$ cat config.mk
export PLATFORM = sky130hd
export DESIGN_NAME = alu_ctrl_stage
export DESIGN_NICKNAME = d
export VERILOG_FILES = /design/src/rtl/alu_ctrl_pkg.sv /design/src/rtl/alu_ctrl_decode.sv /design/src/rtl/alu_ctrl_stage.sv
export SDC_FILE = /design/constraint.sdc
export NUM_CORES = 1
export LEC_CHECK = 0
export ABC_AREA = 1
export CAP_MARGIN = 30
export CORE_MARGIN = 3
export CORE_UTILIZATION = 43
export DETAILED_ROUTE_END_ITERATION = 12
export PLACE_DENSITY = 0.83
export SYNTH_ARGS = -nofsm -noshare
export SYNTH_HDL_FRONTEND = slang
export SYNTH_SLANG_ARGS = --single-unit
$ cat constraint.sdc
create_clock -name clk -period 3.6 [get_ports clk]
set_clock_uncertainty 0.15 [all_clocks]
set_input_delay 0.72 -clock clk [delete_from_list [all_inputs] [get_ports clk]]
set_output_delay 0.72 -clock clk [all_outputs]
set_load 0.03 [all_outputs]
$ cat src/rtl/alu_ctrl_pkg.sv
// Shared types for the ALU-control pipeline stage: op classes, ALU codes, FSM states,
// func7 encodings and the base func3 -> ALU code mapping.
package alu_ctrl_pkg;

  typedef enum logic [1:0] {
    OP_LS  = 2'b00,
    OP_BR  = 2'b01,
    OP_R   = 2'b10,
    OP_I   = 2'b11
  } alu_op_e;

  typedef enum logic [4:0] {
    ALU_ADD    = 5'b00000,
    ALU_SLL    = 5'b00001,
    ALU_SLT    = 5'b00010,
    ALU_SLTU   = 5'b00011,
    ALU_XOR    = 5'b00100,
    ALU_SRL    = 5'b00101,
    ALU_OR     = 5'b00110,
    ALU_AND    = 5'b00111,
    ALU_SUB    = 5'b01000,
    ALU_SRA    = 5'b01101,
    ALU_MUL    = 5'b10000,
    ALU_MULH   = 5'b10001,
    ALU_MULHSU = 5'b10010,
    ALU_MULHU  = 5'b10011,
    ALU_DIV    = 5'b10100,
    ALU_DIVU   = 5'b10101,
    ALU_REM    = 5'b10110,
    ALU_REMU   = 5'b10111
  } alu_ctrl_e;

  typedef enum logic [1:0] {
    S_EMPTY = 2'b00,
    S_WAIT  = 2'b01,
    S_FULL  = 2'b10
  } state_e;

  localparam logic [6:0] F7_BASE = 7'b0000000;
  localparam logic [6:0] F7_ALT  = 7'b0100000;
  localparam logic [6:0] F7_MEXT = 7'b0000001;

  // alt selects the SUB/SRA variants of func3 000/101
  function automatic alu_ctrl_e base_code(input logic [2:0] f3, input logic alt);
    alu_ctrl_e code;
    case (f3)
      3'b000:  code = alt ? ALU_SUB : ALU_ADD;
      3'b001:  code = ALU_SLL;
      3'b010:  code = ALU_SLT;
      3'b011:  code = ALU_SLTU;
      3'b100:  code = ALU_XOR;
      3'b101:  code = alt ? ALU_SRA : ALU_SRL;
      3'b110:  code = ALU_OR;
      3'b111:  code = ALU_AND;
      default: code = ALU_ADD;
    endcase
    return code;
  endfunction

endpackage

$ cat src/rtl/alu_ctrl_decode.sv
// Combinational decode of alu_op/func3/func7 into ALU code, branch invert, illegal,
// and multi-cycle class. RV32M decode is present only when M_EXT_EN is defined.
module alu_ctrl_decode
  import alu_ctrl_pkg::*;
(
  input  logic [1:0] i_alu_op,
  input  logic [2:0] i_func3,
  input  logic [6:0] i_func7,
  output logic [4:0] o_ctrl,
  output logic       o_br_inv,
  output logic       o_illegal,
  output logic       o_multi,
  output logic       o_lat_sel
);

  alu_ctrl_e w_code;
  logic      w_bad;

  // Decode tables; any undefined encoding collapses to a single-cycle ADD flagged illegal
  always_comb begin
    w_code    = ALU_ADD;
    w_bad     = 1'b0;
    o_br_inv  = 1'b0;
    o_multi   = 1'b0;
    o_lat_sel = 1'b0;
    case (alu_op_e'(i_alu_op))
      OP_LS: w_code = ALU_ADD;
      OP_BR: begin
        case (i_func3)
          3'b000, 3'b001: begin w_code = ALU_SUB;  o_br_inv = i_func3[0]; end
          3'b100, 3'b101: begin w_code = ALU_SLT;  o_br_inv = i_func3[0]; end
          3'b110, 3'b111: begin w_code = ALU_SLTU; o_br_inv = i_func3[0]; end
          default:        w_bad = 1'b1;
        endcase
      end
      OP_R: begin
        if (i_func7 == F7_BASE) begin
          w_code = base_code(i_func3, 1'b0);
        end else if ((i_func7 == F7_ALT) && ((i_func3 == 3'b000) || (i_func3 == 3'b101))) begin
          w_code = base_code(i_func3, 1'b1);
`ifdef M_EXT_EN
        end else if (i_func7 == F7_MEXT) begin
          w_code    = alu_ctrl_e'({2'b10, i_func3});
          o_multi   = 1'b1;
          o_lat_sel = i_func3[2];
`endif
        end else begin
          w_bad = 1'b1;
        end
      end
      OP_I: begin
        case (i_func3)
          3'b001: begin
            if (i_func7 == F7_BASE) w_code = ALU_SLL;
            else                    w_bad  = 1'b1;
          end
          3'b101: begin
            if (i_func7 == F7_BASE)     w_code = ALU_SRL;
            else if (i_func7 == F7_ALT) w_code = ALU_SRA;
            else                        w_bad  = 1'b1;
          end
          default: w_code = base_code(i_func3, 1'b0);
        endcase
      end
      default: w_bad = 1'b1;
    endcase

    o_illegal = w_bad;
    if (w_bad) begin
      o_ctrl    = ALU_ADD;
      o_br_inv  = 1'b0;
      o_multi   = 1'b0;
      o_lat_sel = 1'b0;
    end else begin
      o_ctrl = w_code;
    end
  end

endmodule

$ cat src/rtl/alu_ctrl_stage.sv
// Registered ID->EX ALU-control stage with valid/ready handshakes and a multi-cycle hold
// for MUL/DIV ops. Define M_EXT_EN to enable RV32M decode; otherwise S_WAIT is unreachable.
module alu_ctrl_stage
  import alu_ctrl_pkg::*;
#(
  parameter int TAG_W   = 5,
  parameter int MUL_LAT = 2,
  parameter int DIV_LAT = 32
) (
  input  logic             clk,
  input  logic             rst_n,
  input  logic             in_valid,
  output logic             in_ready,
  input  logic [1:0]       in_alu_op,
  input  logic [2:0]       in_func3,
  input  logic [6:0]       in_func7,
  input  logic [TAG_W-1:0] in_tag,
  input  logic             flush,
  output logic             out_valid,
  input  logic             out_ready,
  output logic [4:0]       out_alu_ctrl,
  output logic             out_br_inv,
  output logic             out_illegal,
  output logic [TAG_W-1:0] out_tag,
  output logic             busy
);

  localparam int MAX_LAT = (MUL_LAT > DIV_LAT) ? MUL_LAT : DIV_LAT;
  localparam int CNT_W   = (MAX_LAT > 0) ? $clog2(MAX_LAT + 1) : 1;
  localparam logic [CNT_W-1:0] MUL_L = CNT_W'(MUL_LAT);
  localparam logic [CNT_W-1:0] DIV_L = CNT_W'(DIV_LAT);

  state_e           r_state;
  logic [CNT_W-1:0] r_cnt;
  logic             r_out_valid;
  logic [4:0]       r_alu_ctrl;
  logic             r_br_inv;
  logic             r_illegal;
  logic [TAG_W-1:0] r_tag;

  logic [4:0]       w_ctrl;
  logic             w_br_inv;
  logic             w_illegal;
  logic             w_multi;
  logic             w_lat_sel;
  logic [CNT_W-1:0] w_lat;
  logic             w_go_wait;
  logic             w_in_ready;
  logic             w_accept;

  alu_ctrl_decode u_decode (
    .i_alu_op  (in_alu_op),
    .i_func3   (in_func3),
    .i_func7   (in_func7),
    .o_ctrl    (w_ctrl),
    .o_br_inv  (w_br_inv),
    .o_illegal (w_illegal),
    .o_multi   (w_multi),
    .o_lat_sel (w_lat_sel)
  );

  assign w_in_ready = (r_state == S_EMPTY) || ((r_state == S_FULL) && out_ready);
  assign w_accept   = in_valid && w_in_ready;
  assign w_lat      = w_lat_sel ? DIV_L : MUL_L;
  assign w_go_wait  = w_multi && (w_lat != {CNT_W{1'b0}});

  // Stage FSM and output registers; flush outranks every other update
  always_ff @(posedge clk or negedge rst_n) begin
    if (!rst_n) begin
      r_state     <= S_EMPTY;
      r_cnt       <= {CNT_W{1'b0}};
      r_out_valid <= 1'b0;
      r_alu_ctrl  <= 5'b00000;
      r_br_inv    <= 1'b0;
      r_illegal   <= 1'b0;
      r_tag       <= {TAG_W{1'b0}};
    end else if (flush) begin
      r_state     <= S_EMPTY;
      r_cnt       <= {CNT_W{1'b0}};
      r_out_valid <= 1'b0;
    end else begin
      case (r_state)
        S_EMPTY, S_FULL: begin
          if (w_accept) begin
            r_alu_ctrl <= w_ctrl;
            r_br_inv   <= w_br_inv;
            r_illegal  <= w_illegal;
            r_tag      <= in_tag;
            if (w_go_wait) begin
              r_state     <= S_WAIT;
              r_cnt       <= w_lat - CNT_W'(1);
              r_out_valid <= 1'b0;
            end else begin
              r_state     <= S_FULL;
              r_cnt       <= {CNT_W{1'b0}};
              r_out_valid <= 1'b1;
            end
          end else if ((r_state == S_FULL) && out_ready) begin
            r_state     <= S_EMPTY;
            r_out_valid <= 1'b0;
          end else begin
            r_state <= r_state;
          end
        end
        S_WAIT: begin
          if (r_cnt == {CNT_W{1'b0}}) begin
            r_state     <= S_FULL;
            r_out_valid <= 1'b1;
          end else begin
            r_cnt <= r_cnt - CNT_W'(1);
          end
        end
        default: begin
          r_state     <= S_EMPTY;
          r_cnt       <= {CNT_W{1'b0}};
          r_out_valid <= 1'b0;
        end
      endcase
    end
  end

  assign in_ready     = w_in_ready;
  assign out_valid    = r_out_valid;
  assign out_alu_ctrl = r_alu_ctrl;
  assign out_br_inv   = r_br_inv;
  assign out_illegal  = r_illegal;
  assign out_tag      = r_tag;
`ifdef M_EXT_EN
  assign busy = (r_state == S_WAIT);
`else
  assign busy = 1'b0;
`endif

endmodule

==> run_results.csv, run 1 <==
group,metric,value,unit
status,status,"finished, final reports clean",
global_route,grt_antenna_before_repair,0,
timing,hold_viol_final,0,
finish,drive_above_1_share,14.4,%
worst_setup_path,path_common_cell,"clkdlybuf4s50_1",
global_route,track_usage,17.4,%
floorplanning,rows,14,
worst_setup_path,ff2ff_path_depth,8,
timing,finalWorstSetupSlack,724,ps
timing,rsz0062_at_grt,"no",
timing,fmaxAchievable,348,MHz
drt,vias,828,
drt,drc,0,
timing,setup_violations,0,
power_and_ir_drop,power_leakage,0.567,nW
drt,avgRoutedWirePerCell,10.8,µm
drt,first_iter_violations,16,
floorplanning,dieArea,2380,µm²
worst_setup_path,criticalPathCategory,"in -> out",
yosys,synth_edf_count,0,
clocking,h-tree-depth,1,
global_route,grt_pass1_wl,3.34,mm
timing,timing.slew.headroom,63.8,%
clocking,clk_pin_slew,80,ps
finish,final_util,72.7,%
yosys,yosysUniqueCellTypes,20,
placed_design,dp_hpwl,1.55,mm
finish,nNetsFinal,176,
flow_run,cap_viol_max_count,0,
yosys,synthCells,117,
yosys,avgSynthCellArea,6.74,µm²
drt,first_pass_iters,5,
finish,area_delta_synth_final,48.7,%
yosys,synth_common_cells,"43 x nand2_1, 12 x dfrtp_1, 11 x inv_1, 11 x nor2_1, 7 x nand3_1",
yosys,yosys.area.top_type_share,38.1,%
floorplanning,core_area,1610,µm²
yosys,syn-cell-area,788,µm²
worst_hold_path,holdPathStages,2,
clocking,clock-sinks,12,
global_route,grt_start_max_net_pins,13,
drt,antenna_left,0,
placed_design,dpl_worst_slack,736,ps
timing,slew_viol_final,0,
global_route,grt_overflow,0,
finish,num_antenna_cells,0,
worst_setup_path,r2r-start,"out_valid",
floorplanning,die_h,48.8,µm
floorplanning,start_util,48.9,%
worst_setup_path,critPathSlowestCell,"clkdlybuf4s50_1",
clocking,cts_tree,"done",
yosys,synth-seq-cells,12,
power_and_ir_drop,p_total,0.404,mW
clocking,clk_path_buf_depth,2,
yosys,synthMostInstantiatedCell,"nand2_1",
yosys,yosys-top-cells-area,"dfrtp_1 38%, nand2_1 20%, inv_1 5.2%",
clocking,clock_latency,270,ps
timing,worst_pin_slew,541,ps
yosys,ys_seq_area_share,38.1,%
drt,viasPerCell,4.68,
timing,min_period_over_period,79.9,%
clocking,root_buffer,"clkbuf_4",
power_and_ir_drop,ir_worst_vdd,0.142,mV
yosys,yosysTopAreaCell,"dfrtp_1",
clocking,hold_buffers,0,
worst_setup_path,rrSetupSlack,2130,ps
yosys,ys.flop_type,"dfrtp_1",
placed_design,place_congestion,0.846,
worst_hold_path,hp-class,"reg -> reg",
timing,tns,0,ps
floorplanning,die_w,48.8,µm
clocking,cts_buffers,3,
worst_setup_path,critPathArrivalTime,2010,ps
global_route,grt_pass1_vias,841,
clocking,post-cts-setup-buffers,0,
floorplanning,num_io_pins,37,
drt,drt_wl_total,1.91,mm
worst_setup_path,required,2730,ps
worst_setup_path,r2r-end,"out_alu_ctrl[2]",
timing,period_needed,2880,ps
worst_setup_path,cp_max_fo,2,
worst_hold_path,worstHoldStart,"out_tag[0]",
power_and_ir_drop,power_density,345,nW/µm²
worst_setup_path,end_kind,"output port",
yosys,async_reset_ff_share,100,%
worst_setup_path,slowest_delay,590,ps
placed_design,portBuffers,34,
worst_setup_path,startpoint_type,"primary input",
worst_hold_path,min_to,"out_tag[0]",
yosys,yosysWarnings,0,
worst_setup_path,crit_chain,"clkdlybuf4s50_1 > nor2_1 > inv_2 > clkdlybuf4s50_1",
clocking,cts_resized,0,
state kept, by name (all words and copies together), names as in the netlist:
signal / count
out_tag: 5
out_valid: 1
out_alu_ctrl: 4
out_illegal: 1
out_br_inv: 1
worst max-delay path by stage:
stage | from | end | depth (start not counted) | slack (ps)
after floorplan | out_ready | in_ready | 2 | 1730
after global placement | out_ready | in_ready | 4 | 770
after detailed placement | out_ready | in_ready | 4 | 740
after CTS | out_ready | in_ready | 4 | 730
after global routing | out_ready | in_ready | 4 | 710
final | out_ready | in_ready | 4 | 720
cells by family (layout without fill, tap and decap cells):
logic type / count (synthesis) / count (layout) / share of synthesized area [%]
buf+inv: 22 / 57 / 13.2
other cells: 1 / 2 / 0.476
flops: 12 / 12 / 38.1
simple gates: 73 / 73 / 42.5
compound gates: 9 / 9 / 5.71
cell usage in the layout, fill, tap and decap left out, drive strengths merged, types with 2 or more instances in the layout:
cell	instances
nand2	45
clkdlybuf4s50	34
inv	18
nor2	17
dfrtp	12
nand3	8
o21ai	6
clkbuf	4
a21oi	3
conb	2
nor3	2
layer usage:
layer	GRT usage, %	vias up	share of wire [%]
met5	0	-	0
met4	6.16	0	1.9
met3	4.89	5	8.1
met2	34.6	39	50
met1	16.6	363	40
li1	-	421	-
where the power goes:
group,internal (mW),switching (mW),leakage [nW]
clock,0.0615,0.0457,0.0210
sequential,0.150,0.00782,0.155
combinational,0.0614,0.0774,0.391
cell type report:
type | instances | area [µm²]
multi-input cells | 84 | 388
fillers | 161 | 439
clock buffers | 4 | 36.3
flip-flops and latches | 12 | 300
repair buffers | 35 | 348
well taps | 24 | 30.0
inverters | 18 | 70.1
worst max-delay path: cells and delay by family:
kind,cells,cell delay [ps]
and+or+nand+nor,1,230
buffers and inverters,3,1060
stage by stage:
step                      instance area (µm²)  std cells  hold WS, ps
after floorplan                           792        118          274
after global placement                   1140        173          303
after detailed placement                 1140        173          310
after CTS                                1170        177          327
after global routing                     1170        177          334
final                                    1170        177          325
Power figures use the tool's default switching activity.
==> run 2, diff against run 1 <==
CORE_UTILIZATION = 36   (was 43)
PLACE_DENSITY = 0.75   (was 0.83)
clock period = 2.6 ns   (was 3.6 ns; I/O delays follow)
==> run 2 against run 1 <==
  * Combinational power grew 37%
  * Core utilization decreased by 15 points
  * Die area grew 17%
  * Largest cell class unchanged
==> run_results.csv, run 2 (synthesis results as in run 1) <==
group,metric,value,unit
status,status,"finished, final reports clean",
placed_design,dpl_cell_area,1140,µm²
clocking,cts_buffers,3,
timing,tns,0,ps
floorplanning,start_util,39.0,%
worst_setup_path,required,1930,ps
timing,worst_pin_slew,503,ps
global_route,grt_pass1_vias,739,
timing,hold_viol_final,0,
finish,area.sequential,300,µm²
global_route,grt_pass1_wl,2.86,mm
worst_setup_path,critPathArrivalTime,1770,ps
finish,final_cell_mix,"43 x nand2_1, 34 x clkdlybuf4s50_1, 12 x dfrtp_1, 11 x inv_1, 11 x nor2_1",
clocking,clk_path_buf_depth,2,
finish,fin_area,1180,µm²
drt,avgRoutedWirePerCell,9.74,µm
clocking,cts_resized,0,
placed_design,dp_hpwl,1.48,mm
finish,nNetsFinal,176,
finish,drive_above_1_share,14.4,%
floorplanning,core_area,2020,µm²
clocking,cts_tree,"done",
placed_design,place_congestion,0.766,
finish,num_antenna_cells,0,
drt,viasPerCell,4.57,
timing,min_period_over_period,93.9,%
global_route,track_usage,13.6,%
clocking,clk_pin_slew,70,ps
finish,final_util,58.2,%
power_and_ir_drop,comb_power_share,34.7,%
drt,routed-wl-met3,182,µm
worst_hold_path,hp-class,"reg -> reg",
floorplanning,die_w,52.8,µm
timing,period_needed,2440,ps
timing,slew_viol_final,0,
worst_setup_path,critPathLaunch,"out_ready",
floorplanning,die_h,52.8,µm
power_and_ir_drop,p_sw,0.173,mW
power_and_ir_drop,p_int,0.378,mW
power_and_ir_drop,power_leakage,0.567,nW
drt,antenna_left,0,
power_and_ir_drop,swShare,31.4,%
clocking,clock_latency,260,ps
drt,drc,0,
floorplanning,dieArea,2790,µm²
clocking,h-tree-depth,1,
drt,drt_wl_total,1.75,mm
floorplanning,rows,16,
global_route,grt_overflow,0,
drt,highest_layer,"met4",
drt,met2_length,838,µm
power_and_ir_drop,clock_power_share,25.8,%
global_route,grt_start_max_net_pins,13,
finish,multiInputGateArea,388,µm²
timing,rsz0062_at_grt,"no",
worst_setup_path,end_kind,"output port",
worst_setup_path,path_common_cell,"clkdlybuf4s50_1",
drt,vias,823,
worst_setup_path,slowest_delay,590,ps
worst_setup_path,crit_chain,"clkdlybuf4s50_1 > nor2_1 > inv_2 > clkdlybuf4s50_1",
finish,n_fill_cell,183,
worst_setup_path,criticalPathCategory,"in -> out",
worst_setup_path,startpoint_type,"primary input",
power_and_ir_drop,power_density,469,nW/µm²
timing,timing.slew.headroom,66.4,%
power_and_ir_drop,seqPwrFrac,39.5,%
worst_hold_path,worstHoldStart,"out_tag[4]",
placed_design,portBuffers,34,
floorplanning,num_io_pins,37,
clocking,post-cts-setup-buffers,0,
power_and_ir_drop,ir_worst_vdd,0.233,mV
finish,layout_commonest_cell,"nand2_1",
global_route,grt_antenna_before_repair,0,
worst_setup_path,r2r-start,"out_valid",
timing,setup_violations,0,
timing,fmaxAchievable,409,MHz
clocking,hold_buffers,0,
clocking,root_buffer,"clkbuf_4",
finish,largest_register_ffs,5,
drt,first_pass_iters,4,
clocking,clock-sinks,12,
drt,wl_met1,725,µm
worst_setup_path,cp_max_fo,2,
finish,area_delta_synth_final,49.2,%
worst_setup_path,critPathSlowestCell,"clkdlybuf4s50_1",
drt,first_iter_violations,19,
flow_run,cap_viol_max_count,0,
run 2: cell counts in the layout (fill, tap and decap cells not counted):
No cell type changed its count.
run 2: worst paths after layout:
check | endpoint | slack (ps) | cells past startpoint
max in group asynchronous | out_valid | 1530 | 1
max reg2reg | out_alu_ctrl[2] | 1200 | 8
min in group asynchronous | out_alu_ctrl[2] | 440 | 1
min reg2reg | out_tag[4] | 320 | 2
max | in_ready | 160 | 4
min | out_tag[4] | 320 | 2
run 2: per-layer routing:
layer | GRT usage (%) | vias up
met1 | 13.3 | 360
met4 | 6.38 | 0
li1 | - | 427
met3 | 2.85 | 2
met2 | 26.7 | 34
met5 | 0 | -
run 2: final cells by class:
class	instances	share of cell area [%]
Clock buffer	4	3.09
Tap cell	27	2.87
Multi-Input combinational cell	84	33.0
Inverter	18	5.96
Timing Repair Buffer	35	29.6
Sequential cell	12	25.5
run 2: per-stage QoR:
stage               setup WS [ps]  total power [mW]  hold WS (ps)  cells
CTS                           160             0.558           328    180
detailed placement            158             0.414           311    176
global placement              192             0.411           305    176
finish                        158             0.551           325    180
floorplan                    1090             0.323          74.4    118
global route                  110             0.585           373    180
run 2: power by group through the flow:
stage | registers [mW] | logic (mW) | clock network, mW
after floorplan | 0.266 | 0.0569 | 0
after global placement | 0.221 | 0.190 | 0
after detailed placement | 0.222 | 0.193 | 0
after CTS | 0.218 | 0.193 | 0.147
after global routing | 0.220 | 0.209 | 0.156
final | 0.218 | 0.191 | 0.142
run 2: worst max-delay path: cells and delay by family:
family | cells | cell delay [ps]
buffers and inverters | 3 | 1050
and+or+nand+nor | 1 | 200
